## config.mk

```make
export PLATFORM = sky130hd
export DESIGN_NAME = rx_serie_fsm
export DESIGN_NICKNAME = d
export VERILOG_FILES = /design/src/rtl/rx_serie_fsm.sv
export SDC_FILE = /design/constraint.sdc
export NUM_CORES = 1
export LEC_CHECK = 0
export BUFFER_PORTS_ARGS = -buffer_cell sky130_fd_sc_hd__buf_2
export CORE_ASPECT_RATIO = 0.9
export CORE_UTILIZATION = 33
export DETAILED_ROUTE_END_ITERATION = 8
export PLACE_DENSITY = 0.61
export SLEW_MARGIN = 20
export SYNTH_ARGS = -nofsm -noshare
export SYNTH_HDL_FRONTEND = slang
export SYNTH_SLANG_ARGS = --single-unit
```

## constraint.sdc

```tcl
create_clock -name clk -period 3.9 [get_ports clk]
set_input_delay 0.195 -clock clk [delete_from_list [all_inputs] [get_ports clk]]
set_output_delay 0.195 -clock clk [all_outputs]
set_load 0.05 [all_outputs]
```

## src/rtl/rx_serie_fsm.sv

```systemverilog
// rx_serie_fsm: receives serial frames from an upstream SISO shift register.
// Frame format: start bit 0, WIDTH data bits LSB first, optional parity bit,
// and stop bit 1. One bit is sampled on each enable strobe.
// Optional feature: define RX_SERIE_PARITY_EN to add an even-parity bit
// between the data bits and the stop bit.
module rx_serie_fsm #(
  parameter int WIDTH = 8
) (
  input  logic             clk,
  input  logic             reset,
  input  logic             enable,
  input  logic             entrada,
  input  logic             leido,
  output logic [WIDTH-1:0] dato,
  output logic             valido,
  output logic             ocupado,
  output logic             overrun,
  output logic             err_trama,
  output logic             err_paridad
);

  localparam int CNT_W = $clog2(WIDTH + 1);

  typedef enum logic [1:0] {
    IDLE   = 2'd0,
    DATA   = 2'd1,
`ifdef RX_SERIE_PARITY_EN
    PARITY = 2'd2,
`endif
    STOP   = 2'd3
  } state_t;

  state_t                   r_state;
  logic [CNT_W-1:0]         r_cnt;
  logic signed [WIDTH-1:0]  r_shift;
  logic [WIDTH-1:0]         r_dato;
  logic                     r_valido;
  logic                     r_ocupado;
  logic                     r_overrun;
  logic                     r_err_trama;
  logic                     w_par_bad;
`ifdef RX_SERIE_PARITY_EN
  logic                     r_par;
  logic                     r_err_paridad;

  // Even parity: ones over data plus parity bit must be even.
  function automatic logic parity_bad(input logic [WIDTH-1:0] d, input logic p);
    return (^d) ^ p;
  endfunction

  assign w_par_bad   = parity_bad(r_shift, r_par);
  assign err_paridad = r_err_paridad;
`else
  assign w_par_bad   = 1'b0;
  assign err_paridad = 1'b0;
`endif

  assign dato      = r_dato;
  assign valido    = r_valido;
  assign ocupado   = r_ocupado;
  assign overrun   = r_overrun;
  assign err_trama = r_err_trama;

  // Frame FSM, bit counter, shift register and all registered outputs.
  always_ff @(posedge clk) begin
    if (reset) begin
      r_state       <= IDLE;
      r_cnt         <= '0;
      r_shift       <= '0;
      r_dato        <= '0;
      r_valido      <= 1'b0;
      r_ocupado     <= 1'b0;
      r_overrun     <= 1'b0;
      r_err_trama   <= 1'b0;
`ifdef RX_SERIE_PARITY_EN
      r_par         <= 1'b0;
      r_err_paridad <= 1'b0;
`endif
    end else begin
      // Error flags are single-cycle pulses.
      r_err_trama   <= 1'b0;
`ifdef RX_SERIE_PARITY_EN
      r_err_paridad <= 1'b0;
`endif
      // Acknowledge clears the flag; an acceptance below on the same edge wins.
      if (leido) r_valido <= 1'b0;

      if (enable) begin
        case (r_state)
          IDLE: begin
            if (!entrada) begin
              r_state   <= DATA;
              r_cnt     <= '0;
              r_ocupado <= 1'b1;
            end
          end
          DATA: begin
            r_shift <= {entrada, r_shift[WIDTH-1:1]};
            r_cnt   <= r_cnt + CNT_W'(1);
            if (r_cnt == CNT_W'(WIDTH - 1)) begin
`ifdef RX_SERIE_PARITY_EN
              r_state <= PARITY;
`else
              r_state <= STOP;
`endif
            end
          end
`ifdef RX_SERIE_PARITY_EN
          PARITY: begin
            r_par   <= entrada;
            r_state <= STOP;
          end
`endif
          STOP: begin
            r_state   <= IDLE;
            r_ocupado <= 1'b0;
            if (!entrada) begin
              r_err_trama <= 1'b1;
            end else if (w_par_bad) begin
`ifdef RX_SERIE_PARITY_EN
              r_err_paridad <= 1'b1;
`endif
            end else if (r_valido && !leido) begin
              // Unread word still pending: keep it and flag the loss.
              r_overrun <= 1'b1;
            end else begin
              r_dato   <= r_shift;
              r_valido <= 1'b1;
            end
          end
          default: begin
            r_state   <= IDLE;
            r_ocupado <= 1'b0;
          end
        endcase
      end
    end
  end

endmodule

```

==> results of run 1 <==
## metal layers
metal,wire length (µm),share of wire [%],vias up,global-route usage [%]
met5,0,0,-,0
met4,19,0.97,0,6.67
met3,65,3.3,2,1.40
met2,905,46,18,19.2
met1,964,49,393,18.3
li1,-,-,426,-
## power groups by stage
stage               combinational (µW)  sequential, µW  clock, µW
floorplan                         23.2             279          0
CTS                               29.1             272        187
global placement                  28.3             278          0
finish                            29.1             272        180
detailed placement                28.9             278          0
global route                      32.0             273        201
## final cells by class
type	count	area (µm²)	area share, %
flip-flops and latches	26	520	43.6
multi-input cells	79	485	40.6
repair buffers	16	80.1	6.70
well taps	42	52.6	4.40
clock inverters	1	30.0	2.51
clock buffers	3	22.5	1.88
inverters	1	3.75	0.314
## cell usage in the layout (no fill, tap or decap)
cell type | netlist | layout
dfxtp_1 | 26 | 26
buf_2 | 2 | 16
a21oi_1 | 15 | 15
nor2_1 | 11 | 11
o21ai_0 | 10 | 10
nand3_1 | 9 | 9
mux2i_1 | 8 | 8
nor2b_1 | 3 | 3
a211oi_1 | 3 | 3
clkbuf_4 | 0 | 3
nand2b_1 | 2 | 2
nand2_1 | 2 | 2
or4_1 | 2 | 2
and4_2 | 1 | 1
nand4_1 | 1 | 1
nand2b_4 | 1 | 1
nand3b_1 | 1 | 1
or2_1 | 1 | 1
inv_1 | 1 | 1
a2bb2oi_1 | 1 | 1
o31ai_1 | 1 | 1
nand4b_1 | 1 | 1
o22ai_1 | 1 | 1
or4b_1 | 1 | 1
or2b_1 | 1 | 1
nor4b_1 | 1 | 1
ha_1 | 1 | 1
conb_1 | 1 | 1
bufinv_16 | 0 | 1
## cells by family (layout without fill, tap and decap cells)
| logic type | count (synthesis) | in the layout | share of synthesized area [%] |
|---|---|---|---|
| mux | 8 | 8 | 7.57 |
| other cells | 1 | 1 | 0.355 |
| simple gates | 38 | 38 | 20.7 |
| compound gates | 31 | 31 | 16.1 |
| fa+ha+maj | 1 | 1 | 1.18 |
| flops | 26 | 26 | 49.2 |
| buf+inv | 10 | 21 | 4.85 |
## state kept, by name (all words and copies together) (netlist names)
signal	flops
dato	8
err_trama	1
overrun	1
ocupado	1
r_state	2
r_cnt	4
valido	1
r_shift	8
## how the worst min path moves through the flow
stage                 to  slack, ns
3_3_place_gp     overrun       0.45
4_1_cts        err_trama       0.12
5_1_grt        err_trama       0.12
6_report       err_trama       0.13
2_1_floorplan  err_trama       0.27
3_5_place_dp     overrun       0.47
## through the flow
step / setup WS (ns) / std cells / power [µW] / hold WS [ns] / cell area (µm²)
after global routing: 2.26 / 168 / 506 / 0.116 / 1190
after global placement: 2.47 / 164 / 306 / 0.455 / 1140
after detailed placement: 2.44 / 164 / 307 / 0.466 / 1140
after CTS: 2.40 / 168 / 488 / 0.117 / 1190
after floorplan: 2.58 / 115 / 302 / 0.271 / 1060
final: 2.38 / 168 / 482 / 0.126 / 1190
==> reports/summary.md, run 1 <==
* finished clean — outcome
* 28 — maximum number of pins on one net before global-route repair
* 1.78 ns — WP data arrival
* flop — type of origin of the critical path
* 314 — number of inserted filler cells in the final layout
* 0.55 ns — longest individual stage delay on the worst path
* dfxtp_1 — top-count cell post-synth
* 39.3% — core occupancy in the finished layout
* clkbuf_4 — root buffer selected by CTS
* no — RSZ-0062 raised after global routing
* 49.2% — post-synthesis sequential area ratio
* 0 ns — post-route setup TNS
* flop — CP endpoint kind
* 0 — number of enable-type register cells in the synthesized netlist
* 26 — count of clock tree sinks
* dfxtp_1, mux2i_1, a21oi_1 — cell types with the largest area share after synthesis
* simple AND/OR/NAND/NOR gates — cell class contributing the biggest share of worst-path delay
* reg2reg — type of the worst setup path
* 49.2% — share of Yosys cell area claimed by the top area cell type
* r_cnt[0] — capturing point of the worst reg2reg path
* built — clock tree from TritonCTS
* 39.0% — share of the clock period used by the worst path after layout
* 13.0% — area growth from synthesis to layout
* 2.38 ns — worst reg2reg setup slack
* 0.31 ns — clock insertion delay at the later pin of the skew report
* 1.35 mm — total half-perimeter wirelength after legalization and detailed placement
* 34.7% — Initial Util
* 19 — placement row count
* dfxtp_1 — most used flip-flop cell after synthesis
* 767 — vias in the first global route
* 16 — count of input and output buffers
* 0 — Slew Limit Fails
* 0.00304 mm² — core area
* 26 — number of register bits inferred by synthesis
* 3 — number of stages on the worst setup path
* 839 — via count
* 56.6% — share of power burned in registers
* 0 — Setup Viol. Count Final
* 658 MHz — Max Clk Rate
* 0 — Antenna diodes
* 4.16 ns — Worst Path Required
* 0 — Remaining Overflow, GRT
* 382 µW — internal power summed over all cells
* 17.5% — share of final-layout standard cells stronger than drive strength 1
* 1.52 ns — final critical delay including setup and external delays
* nand3b_1, or2_1, a21oi_1 — worst path cell trace
* 135 µV — maximum vdd drop
* 0.00691 ns — worst setup skew after layout
* dfxtp_1 — library cell contributing the largest single delay on the critical path
* 1.95 mm — wirelength, routed
* 133 — Nets
* 6.0% — Comb pwr share
* 61.7 µm — Die W
* 55 — 1st-iter DRT viols
* 115 — gate count after technology mapping
* 0 — post-CTS sizing
* 4.99 — routed vias/inst
* r_cnt[0] — timing endpoint of the critical path
* r_state[0] — critical register-to-register path startpoint
* dfxtp_1 — post-synth top area cell
* 20.7% — Switching Fraction
* 2 — cell depth of the worst min-delay path
* 2 — worst-case clock buffer depth
* 0 — number of buffers inserted to repair setup after CTS
* 37.4% — fraction of power consumed by the clock network
* 121 — nets in the synthesized netlist
* 0% — Post-synth ARST share
* entrada — Worst Hold Launch
* 13.0% — Tot GR Track Use
* dfxtp_1, a21oi_1, nor2_1 — cell types with the highest counts after synthesis
* 0 — number of nets with antenna violations after detailed routing
* 0 — antenna violations before repair
* r_state[0] — Critical Path Source
* in2reg — path class of the lowest-slack min-delay path
* 403 mW/mm² — areal power density over the cells
* 12 — maximum fanout count along the critical path
* 0 — Final Hold Violating Endpoints
* 99.4 µW — Switch Pwr
* 0.000498 µW — leak pwr
* 0.14 ns — clock edge transition at the registers on the reported setup and hold paths
* 11.6 µm — routed len/inst
* 0 — max cap viols
* 3.38 mm — wire length of the first global-routing pass
* 9.19 µm² — Post-Syn Area per Cell
* 0 — Synthesis Warnings
* 0.762 — routability cong.
* 0 — hold-fix buffer count after cts
* 3 — Num CTS Buffers
* 0 — Buf/Inv on CP
* 3 — cell count of the worst reg-to-reg path
* 18 — number of top-level pins
* 1 — number of levels in the clock H-tree
* 0.00106 mm² — Mapped Area
* 55.7 µm — Die Ht
* 5 — First-pass DRT Iterations
* 29 — unique cell type count in the Yosys netlist
* 0.00343 mm² — die footprint
* 0 — number of design rule violations left after detail routing
(Power assumes the default switching activity.)
==> run 2, diff against run 1 <==
- PLACE_DENSITY: 0.61 -> 0.62
- clock period: 3.9 -> 1.3 ns (I/O delays scaled with it)
==> reports/summary.md, run 2 (synthesis gave the netlist of run 1 again) <==
* 0 — number of design rule violations left after detail routing, unchanged
* 0 — number of buffers inserted to repair setup after CTS, unchanged
* built — clock tree from TritonCTS, unchanged
* 101% — share of the clock period used by the worst path after layout, was 39.0%
* 887 — via count, was 839
* 18 — number of top-level pins, unchanged
* 0 — Slew Limit Fails, unchanged
* 11.7 µm — routed len/inst, was 11.6 µm
* setup timing — violated checks
* 0 — Final Hold Violating Endpoints, unchanged
* 0 — antenna violations before repair, unchanged
* 19 — placement row count, unchanged
* 0.760 — routability cong., was 0.762
* 34.7% — Initial Util, unchanged
* flop — CP endpoint kind, unchanged
* 0.0153 ns — Hold WS, was 0.126 ns
* 23.9% — area growth from synthesis to layout, was 13.0%
* 13.7% — Tot GR Track Use, was 13.0%
* 4.96 — routed vias/inst, was 4.99
* yes — RSZ-0062 raised after global routing, was no
* 174 — count of placed standard cells including taps, was 164
* 1.54 ns — Worst Path Required, was 4.16 ns
* 3.63 mm — wire length of the first global-routing pass, was 3.38 mm
* 144 — Nets, was 133
* 2 — worst-case clock buffer depth, unchanged
* clkbuf_4 — root buffer selected by CTS, unchanged
* 1120 mW/mm² — areal power density over the cells, was 403 mW/mm²
* -0.0109 ns — final worst-path setup slack, was 2.38 ns
* 509 µm² — Multi-input gate area, was 485 µm²
* 0.13 ns — clock edge transition at the registers on the reported setup and hold paths, was 0.14 ns
* 29.9% — share of final-layout standard cells stronger than drive strength 1, was 17.5%
* finished with violations — outcome, was finished clean
* 0.000555 µW — leak pwr, was 0.000498 µW
* 26 — count of clock tree sinks, unchanged
* 0.00288 ns — worst setup skew after layout, was 0.00691 ns
* 1.31 ns — final critical delay including setup and external delays, was 1.52 ns
* 841 — vias in the first global route, was 767
* 45 — 1st-iter DRT viols, was 55
* 0.00343 mm² — die footprint, unchanged
* 322 — number of inserted filler cells in the final layout, was 314
* 179 — Cell Count, Final, Fillers Out, was 168
* 1 — Setup Viol. Count Final, was 0
* flop — type of origin of the critical path, unchanged
* 2.09 mm — wirelength, routed, was 1.95 mm
* 2 — maximum fanout count along the critical path, was 12
* 0 — max cap viols, unchanged
* 527 µm² — FF+latch area, was 520 µm²
* 0.00304 mm² — core area, unchanged
* 0.31 ns — clock insertion delay at the later pin of the skew report, about the same
* 61.7 µm — Die W, unchanged
* 574 µV — maximum vdd drop, was 135 µV
* 1.49 mm — total half-perimeter wirelength after legalization and detailed placement, was 1.35 mm
* dfxtp_1 — commonest non-fill, non-tap cell in the layout, unchanged
* 1 — number of levels in the clock H-tree, unchanged
* 1.55 ns — WP data arrival, was 1.78 ns
* 3 — Num CTS Buffers, unchanged
* reg2reg — type of the worst setup path, unchanged
* 0 — number of nets with antenna violations after detailed routing, unchanged
* 4 — First-pass DRT Iterations, was 5
* 0 — Antenna diodes, unchanged
* in2reg — path class of the lowest-slack min-delay path, unchanged
* dfxtp_1, buf_2, a21oi_1 — most frequent cells in the layout, unchanged
* 19 — maximum number of pins on one net before global-route repair, was 28
* 0 — Remaining Overflow, GRT, unchanged
* 55.7 µm — Die Ht, unchanged
* 16 — count of input and output buffers, unchanged
* 763 MHz — Max Clk Rate, was 658 MHz
## run 2: changes by cell type in the layout (fill, tap and decap cells not counted)
cell	change
buf_4	+10
dfxtp_1	-5
dfxtp_2	+5
a211oi_1	-1
a211oi_2	+1
dlygate4sd3_1	+1
ha_1	-1
ha_4	+1
nand2_1	-1
nand2_2	+1
or4b_1	-1
or4b_4	+1
## run 2: repair_timing
item	4_1_cts	5_1_grt
pin swaps	2	3
endpoints found under the hold margin	1	0
endpoints found under the setup margin	2	2
hold buffers	1	0
gates resized for setup	4	4
## run 2: worst paths after layout
check                           startpoint          to  slack, ns  depth (start not counted)
worst min register to register     overrun     overrun       0.48                          2
worst max-delay path              r_cnt[1]  r_state[1]      -0.01                          4
worst max register to register    r_cnt[1]  r_state[1]      -0.01                          4
worst min-delay path                 reset  r_state[1]       0.02                          2
## run 2: cell type report
class                   count  share of cell area [%]
flip-flops and latches     26                    40.2
multi-input cells          79                    38.9
repair buffers             27                    12.6
well taps                  42                    4.01
clock inverters             1                    2.29
clock buffers               3                    1.72
inverters                   1                   0.287
## run 2: worst max-delay path, cell delays in order, from the launching register on
cell and delay (ns):
dfxtp_2 0.38, ha_4 0.14, nand2_2 0.05, or4b_4 0.51, a211oi_2 0.17
## run 2: report_power, final
group          switching, µW  internal [µW]  total [µW]
Combinational           66.5           47.7         114
Sequential              10.3            806         817
Clock                    231            311         542
Total                    308           1170        1470
## run 2: metal layers
layer  track usage [%]  routed length [µm]  vias to the layer above  share of wire (%)
met5                 0                   0                        -                  0
met4              4.76                  20                        0               0.96
met3             0.698                  42                        2                2.0
met2              22.9                 991                       12                 47
met1              18.2                1040                      423                 50
li1                  -                   -                      450                  -
## run 2: through the flow
stage	utilization (%)	cell area (µm²)	power [µW]	setup slack, ns	setup TNS [ns]
after floorplan	-	1060	907	-0.00901	-0.00901
after global placement	40.1	1220	938	-0.00986	-0.00986
after detailed placement	40.1	1220	941	-0.0327	-0.0327
after CTS	42.4	1290	1490	-0.0331	-0.0331
after global routing	43.1	1310	1540	-0.0762	-0.0915
final	43.1	1310	1470	-0.0109	-0.0109
==> run 3, diff against run 2 <==
- CORE_ASPECT_RATIO: 0.9 -> unset
==> reports/summary.md, run 3 (synthesis gave the netlist of run 1 again) <==
* 0 — max cap viols, unchanged
* 0.00558 ns — worst setup skew after layout, was 0.00288 ns
* 143 — Nets, was 144
* 100% — share of the clock period used by the worst path after layout, was 101%
* 180 — Cell Count, Final, Fillers Out, was 179
* 27 — maximum number of pins on one net before global-route repair, was 19
* setup timing — violated checks, unchanged
* 0 — antenna violations before repair, unchanged
* or4b_4 — library cell contributing the largest single delay on the critical path, unchanged
* dfxtp_1, buf_2, a21oi_1 — most frequent cells in the layout, unchanged
* 2 — worst-case clock buffer depth, unchanged
* 0 — Remaining Overflow, GRT, unchanged
* 2.14 mm — wirelength, routed, was 2.09 mm
* 175 — count of placed standard cells including taps, was 174
* 0 — Slew Limit Fails, unchanged
* 13.5% — Tot GR Track Use, was 13.7%
* 3.54 mm — wire length of the first global-routing pass, was 3.63 mm
* yes — RSZ-0062 raised after global routing, unchanged
* 1.46 mm — total half-perimeter wirelength after legalization and detailed placement, was 1.49 mm
* 20 — placement row count, was 19
* 30.1% — share of final-layout standard cells stronger than drive strength 1, was 29.9%
* 0 — number of design rule violations left after detail routing, unchanged
* 376 µV — maximum vdd drop, was 574 µV
* flop — CP endpoint kind, unchanged
* 58.6 µm — Die Ht, was 55.7 µm
* 0.000567 µW — leak pwr, was 0.000555 µW
* simple AND/OR/NAND/NOR gates — cell class contributing the biggest share of worst-path delay, unchanged
* 0.48 ns — longest individual stage delay on the worst path, was 0.51 ns
* 766 MHz — Max Clk Rate, was 763 MHz
* 1 — Setup Viol. Count Final, unchanged
* 0.762 — routability cong., was 0.760
* finished with violations — outcome, unchanged
* 58.6 µm — Die W, was 61.7 µm
* dfxtp_1 — commonest non-fill, non-tap cell in the layout, unchanged
* 25.4% — area growth from synthesis to layout, was 23.9%
* 0.32 ns — clock insertion delay at the later pin of the skew report, was 0.31 ns
* ha_4, nand2_2, or4b_4, a211oi_2 — worst path cell trace, unchanged
* 2 — maximum fanout count along the critical path, unchanged
* in2reg — path class of the lowest-slack min-delay path, unchanged
* 0 — number of nets with antenna violations after detailed routing, unchanged
* 807 — vias in the first global route, was 841
* 0 — Final Hold Violating Endpoints, unchanged
* 34.6% — Initial Util, was 34.7%
* built — clock tree from TritonCTS, unchanged
* clkbuf_4 — root buffer selected by CTS, unchanged
* 3 — cell depth of the worst min-delay path, was 2
* -0.00568 ns — final worst-path setup slack, was -0.0109 ns
* 0 — Buf/Inv on CP, unchanged
* 11.9 µm — routed len/inst, was 11.7 µm
* 4 — cell count of the worst reg-to-reg path, unchanged
* 1.31 ns — final critical delay including setup and external delays, about the same
* 1110 mW/mm² — areal power density over the cells, was 1120 mW/mm²
* 0.14 ns — clock edge transition at the registers on the reported setup and hold paths, was 0.13 ns
* 3 — Num CTS Buffers, unchanged
* 16 — count of input and output buffers, unchanged
* 1.55 ns — WP data arrival, about the same
* 0.00305 mm² — core area, was 0.00304 mm²
* 4.97 — routed vias/inst, was 4.96
* 1 — number of levels in the clock H-tree, unchanged
* 42 — 1st-iter DRT viols, was 45
* 4 — number of stages on the worst setup path, unchanged
* 0.00343 mm² — die footprint, about the same
* flop — type of origin of the critical path, unchanged
* 26 — count of clock tree sinks, unchanged
* 4 — First-pass DRT Iterations, unchanged
* reg2reg — type of the worst setup path, unchanged
* 18 — number of top-level pins, unchanged
* 1.55 ns — Worst Path Required, was 1.54 ns
* 895 — via count, was 887
* 43.4% — core occupancy in the finished layout, was 43.1%
* 0 — Antenna diodes, unchanged
[run 3: final timing paths]
kind                  from    endpoint  slack, ns
setup / recovery  r_cnt[1]  r_state[1]     -0.006
hold / removal       reset    r_cnt[3]       0.03
setup reg to reg  r_cnt[1]  r_state[1]     -0.006
hold reg to reg    overrun     overrun       0.48
[run 3: worst reg2reg max path, cell delays in order (launching register included)]
cell	delay [ns]
dfxtp_2	0.38
ha_4	0.14
nand2_2	0.05
or4b_4	0.48
a211oi_2	0.18
[run 3: power breakdown]
group | internal, µW | switching, µW
Clock | 312 | 235
Sequential | 806 | 11.6
Combinational | 47.8 | 66.4
[run 3: final cells by class]
class,count,area (µm²)
sequential,26,527
clock inverter,1,30.0
tap,44,55.1
inverter,1,3.75
timing repair buffer,26,175
multi-input combinational,79,513
fill,324,1730
clock buffer,3,22.5
[run 3: metal layers]
layer | vias up | wire, µm | GRT usage [%] | part of all wire (%)
met1 | 420 | 1040 | 17.9 | 48
met4 | 0 | 18 | 7.14 | 0.84
li1 | 448 | - | - | -
met2 | 25 | 1020 | 21.8 | 48
met3 | 2 | 61 | 1.32 | 2.9
met5 | - | 0 | 0 | 0
[run 3: what timing repair did]
item	4_1_cts	5_1_grt
setup buffers	0	1
resized for setup	6	4
endpoints found under the setup margin	2	10
endpoints found under the hold margin	1	0
pin swaps	2	2
hold buffers	1	0
[run 3: through the flow]
step / worst slack, ns / power (µW) / TNS, ns / hold slack, ns / cell area, µm²
detailed placement: -0.0724 / 943 / -0.0724 / 0.342 / 1230
global route: -0.0351 / 1540 / -0.0574 / 0.0271 / 1330
floorplan: -0.00901 / 907 / -0.00901 / 0.141 / 1060
finish: -0.00568 / 1480 / -0.00568 / 0.0327 / 1330
global placement: -0.00911 / 939 / -0.00911 / 0.339 / 1230
CTS: -0.0381 / 1490 / -0.0509 / 0.0246 / 1310
